## src/rtl/cavlc_runbefore_ctrl.sv

```systemverilog
// cavlc_runbefore_ctrl
// Per-4x4-block sequencer for the CAVLC run_before encoder. The controller
// accepts one block descriptor and latches it. It then drives the encoder
// clear, load and step strobes for exactly the required number of cycles.
// Finally it hands the accumulated code/length to the bitstream packer over
// a valid/ready handshake.
//
// Ports:
//   clk, rst              clock, synchronous active-high reset
//   h264_reset            synchronous frame soft reset (same effect as rst)
//   blk_valid/blk_ready   descriptor handshake; blk_total_zero, blk_rb_cnt
//   enc_rst/enc_load      encoder clear / zero_left load strobes
//   start_enc             encoder step enable, one per run_before entry
//   enc_total_zero        latched total_zero, held for the block
//   enc_rb_cnt            latched entry count clamped to MAX_RB, held for the block
//   rb_code/rb_bit        encoder accumulated code and length
//   out_valid/out_ready   result handshake; out_code/out_bit are zero outside DONE
//   busy                  controller not idle
//   cfg_err               one-cycle pulse when the descriptor count exceeded MAX_RB
//   blk_cnt               completed blocks, wraps modulo 2^CNT_W
module cavlc_runbefore_ctrl #(
  parameter int CNT_W  = 16,
  parameter int MAX_RB = 15
) (
  input  logic             clk,
  input  logic             rst,
  input  logic             h264_reset,
  input  logic             blk_valid,
  output logic             blk_ready,
  input  logic [4:0]       blk_total_zero,
  input  logic [4:0]       blk_rb_cnt,
  output logic             enc_rst,
  output logic             enc_load,
  output logic             start_enc,
  output logic [4:0]       enc_total_zero,
  output logic [4:0]       enc_rb_cnt,
  input  logic [31:0]      rb_code,
  input  logic [4:0]       rb_bit,
  output logic             out_valid,
  input  logic             out_ready,
  output logic [31:0]      out_code,
  output logic [4:0]       out_bit,
  output logic             busy,
  output logic             cfg_err,
  output logic [CNT_W-1:0] blk_cnt
);

  typedef enum logic [2:0] {IDLE, CLR, LOAD, RUN, DONE} state_t;

  localparam logic [4:0] MAX_RB_V = 5'(MAX_RB);

  state_t     state;
  logic [4:0] run_cnt;

  // Strobes are registered: each one is set on the edge that enters the
  // state it belongs to, so it is high for exactly the cycles spent there.
  always_ff @(posedge clk) begin
    if (rst || h264_reset) begin
      state          <= IDLE;
      blk_ready      <= 1'b1;
      busy           <= 1'b0;
      enc_rst        <= 1'b0;
      enc_load       <= 1'b0;
      start_enc      <= 1'b0;
      out_valid      <= 1'b0;
      cfg_err        <= 1'b0;
      blk_cnt        <= '0;
      enc_total_zero <= '0;
      enc_rb_cnt     <= '0;
      run_cnt        <= '0;
    end else begin
      enc_rst  <= 1'b0;
      enc_load <= 1'b0;
      cfg_err  <= 1'b0;
      unique case (state)
        IDLE: begin
          if (blk_valid) begin
            enc_total_zero <= blk_total_zero;
            enc_rb_cnt     <= (blk_rb_cnt > MAX_RB_V) ? MAX_RB_V : blk_rb_cnt;
            cfg_err        <= (blk_rb_cnt > MAX_RB_V);
            enc_rst        <= 1'b1;
            blk_ready      <= 1'b0;
            busy           <= 1'b1;
            state          <= CLR;
          end
        end
        CLR: begin
          // Nothing to encode: the freshly cleared encoder already holds
          // the (empty) result.
          if (enc_rb_cnt == '0 || enc_total_zero == '0) begin
            out_valid <= 1'b1;
            state     <= DONE;
          end else begin
            enc_load <= 1'b1;
            state    <= LOAD;
          end
        end
        LOAD: begin
          run_cnt   <= enc_rb_cnt;
          start_enc <= 1'b1;
          state     <= RUN;
        end
        RUN: begin
          if (run_cnt == 5'd1) begin
            start_enc <= 1'b0;
            out_valid <= 1'b1;
            state     <= DONE;
          end else begin
            run_cnt <= run_cnt - 5'd1;
          end
        end
        DONE: begin
          if (out_ready) begin
            out_valid <= 1'b0;
            blk_ready <= 1'b1;
            busy      <= 1'b0;
            blk_cnt   <= blk_cnt + CNT_W'(1);
            state     <= IDLE;
          end
        end
        default: state <= IDLE;
      endcase
    end
  end

  // out_valid is high exactly in DONE, so it gates the pass-through.
  always_comb begin
    out_code = '0;
    out_bit  = '0;
    if (out_valid) begin
      out_code = rb_code;
      out_bit  = rb_bit;
    end
  end

endmodule

```

## config.mk

```make
export PLATFORM = sky130hd
export DESIGN_NAME = cavlc_runbefore_ctrl
export DESIGN_NICKNAME = d
export VERILOG_FILES = /design/src/rtl/cavlc_runbefore_ctrl.sv
export SDC_FILE = /design/constraint.sdc
export NUM_CORES = 1
export LEC_CHECK = 0
export ABC_AREA = 1
export CAP_MARGIN = 20
export CORE_ASPECT_RATIO = 2
export CORE_MARGIN = 2
export CORE_UTILIZATION = 39
export DETAILED_ROUTE_END_ITERATION = 6
export GPL_ROUTABILITY_DRIVEN = 0
export PLACE_DENSITY = 0.87
export SLEW_MARGIN = 25
export SYNTH_ARGS = -nofsm -noshare
export SYNTH_HDL_FRONTEND = slang
export SYNTH_SLANG_ARGS = --single-unit
```

## constraint.sdc

```tcl
create_clock -name clk -period 1.5 [get_ports clk]
set_input_delay 0.15 -clock clk [delete_from_list [all_inputs] [get_ports clk]]
set_output_delay 0.15 -clock clk [all_outputs]
set_load 0.03 [all_outputs]
```

==> results.json <==
{
  "tns_ns": 0,
  "min-delay-path-class": "input pin to register",
  "setup_viol": 0,
  "irDropWorstVdd_v": 0.000818,
  "syn_avg_cell_area_um2": 6.34,
  "synthCells": 347,
  "core_um2": 5420,
  "max-cap-violations": 0,
  "path_buf_inv": 1,
  "fin_nets": 532,
  "design.die.area_um2": 6300,
  "dieHeight_um": 110,
  "area_growth_pct": 64.2,
  "clock_skew_ns": 0.00771,
  "ant_nets": 0,
  "cp-end-kind": "output port",
  "cts_buffers": 5,
  "vias_per_cell": 4.86,
  "rsz0062_at_grt": "no",
  "cts_root_buf": "clkbuf_8",
  "remaining_drc_errors": 0,
  "grt_pass1_vias": 2438,
  "vias": 2615,
  "track_usage_pct": 20.8,
  "dr.pass1.iters": 5,
  "synth_cell_types": 28,
  "slowest_delay_ns": 0.67,
  "cts_tree": "done",
  "p_leak_uw": 0.00200,
  "synth_area_leaders": "dfxtp_1 (37%), nand2_1 (16%), inv_1 (13%), nor2_1 (5.6%), a21oi_1 (5.5%)",
  "clock_path_buffers": 2,
  "hpwl_um": 5510,
  "core.rowCount": 38,
  "post_drt_wl_per_cell_um": 12.4,
  "slew_violations": 0,
  "crit_arrival_ns": 1.31,
  "clkLatencyLatePin_ns": 0.29,
  "synth_seq_area_share_pct": 37.3,
  "portBuffers": 121,
  "relSlewSlack_pct": 77.0,
  "die_w_um": 57.1,
  "grt_antenna_before_repair": 0,
  "cp.required_ns": 1.35,
  "grt_max_degree": 38,
  "drive_gt1_share_pct": 14.6,
  "floorplan.initialDensity_pct": 40.6,
  "clkTransAtPathRegs_ns": 0.08,
  "cts_post_setup_buffers_inserted": 0,
  "critPathLaunchType": "register",
  "ys_ff_latch": 41,
  "drt-total-wl_um": 6670,
  "yosys_warnings": 0,
  "fillerInstances": 472,
  "grt_pass1_wl_um": 10300,
  "max_clock_freq_ghz": 0.686,
  "outcome": "finished, final reports clean",
  "path_cells": "clkdlybuf4s50_1",
  "regArea_um2": 823,
  "final_common_cell": "nand2_1",
  "finalHoldViolCount": 0,
  "p_per_area_nw_per_um2": 675,
  "crit_path_max_fanout": 2,
  "synth_top_area_share_pct": 37.3,
  "cpMaxStageDelayCell": "clkdlybuf4s50_1",
  "crit_family": "buffers and inverters",
  "tightest_slew_ns": 0.344,
  "hold_slack_ns": 0.418,
  "syn-num-nets": 402,
  "drt_iter0_markers": 99,
  "path_class": "register to output port",
  "io_pins": 122,
  "layout_min_cycle_time_ns": 1.46,
  "multiInputGateArea_um2": 1050,
  "final_cell_mix": "nand2_1 (92), inv_1 (76), clkdlybuf4s50_1 (62), buf_4 (48), dfxtp_1 (39)",
  "htreeDepth": 2,
  "cts_sinks": 41,
  "antenna_cells": 0,
  "synth_area_um2": 2200,
  "overflow": 0,
  "synth_top_area_cell": "dfxtp_1",
  "post-route-period-util_pct": 97.2
}
cell usage after synthesis, drive strengths merged:
cell type and count:
nor3b 2, nor2 37, nand4 7, xnor2 2
ha 3, a211oi 3, nand3 14, o21bai 1
buf 4, o2111ai 1, o21ai 21, inv 77
dfxtp 41, clkbuf 7, nand2 93, nand3b 1
a21oi 24, nor3 7, o21a 1, xor2 1
registers in the layout (all words and copies together) (netlist names), 3 cells and up:
| register | count |
|---|---|
| blk_cnt | 16 |
| run_cnt | 5 |
| enc_rb_cnt | 5 |
| enc_total_zero | 5 |
| state | 3 |
routing by layer:
layer  vias to the layer above  wire, um  global-route usage [%]
met5                         -         0                       0
met4                         0       289                    11.1
met3                        22       609                    5.72
met2                       129      3660                    43.2
met1                      1148      2110                    16.3
li1                       1316         -                       -
tightest hold or removal path: cells and delay by family:
family / cells / cell delay [ns]
buffers and inverters: 1 / 0.40
and+or+nand+nor: 1 / 0.07
AOI/OAI and AO/OA: 1 / 0.05
where the power goes:
| group | leakage (uW) | total, uW | internal [uW] | switching [uW] |
|---|---|---|---|---|
| Combinational | 0.00161 | 383 | 208 | 174 |
| Clock | 0.0000574 | 937 | 541 | 396 |
| Sequential | 0.000333 | 1120 | 1110 | 12.8 |
| Total | 0.00200 | 2440 | 1860 | 583 |
stage by stage:
step	worst slack [ns]	util [%]	instance area [um2]	power [uW]	std cells
detailed placement	-0.0249	64.2	3480	1530	530
finish	0.0425	66.7	3610	2440	538
floorplan	-0.00165	-	2200	1290	347
CTS	0.000680	66.0	3580	2450	538
global route	0.00476	66.7	3610	2520	538
global placement	0.0315	64.2	3480	1520	530
timing repair:
| item | 4_1_cts | 5_1_grt |
|---|---|---|
| gates cloned | 0 | 0 |
| setup endpoints to repair | 15 | 11 |
| hold endpoints to repair | 0 | 0 |
| resized for setup | 15 | 12 |
| pin swaps | 0 | 1 |
| hold buffers | 0 | 0 |
path summary, 6_finish.rpt:
path                                        start                end  slack (ns)  cells past startpoint
worst max register to register           state[0]        blk_cnt[10]        0.12                      8
worst min-delay path            blk_total_zero[0]  enc_total_zero[0]        0.42                      3
worst max-delay path                    blk_ready          blk_ready        0.04                      1
worst min register to register               busy               busy        0.48                      2
kinds of logic (layout without fill, tap and decap cells):
kind of cell             after synthesis  count (layout)  share of synthesized area, %
flip-flops                            41              41                          37.3
adder cells (fa/ha/maj)                3               3                          1.71
buffers and inverters                 88             219                          15.5
AND/OR/NAND/NOR                      161             161                          31.8
XOR/XNOR                               3               3                          1.19
AO/OA/AOI/OAI                         51              51                          12.5
final cells by class:
cell class,instances,area share [%]
Inverter,77,8.10
Timing Repair Buffer,134,34.5
Sequential cell,41,22.8
Multi-Input combinational cell,218,29.2
Tap cell,60,2.08
Clock inverter,2,1.04
Clock buffer,6,2.29
Note: power is estimated with default switching activity, not from simulation.
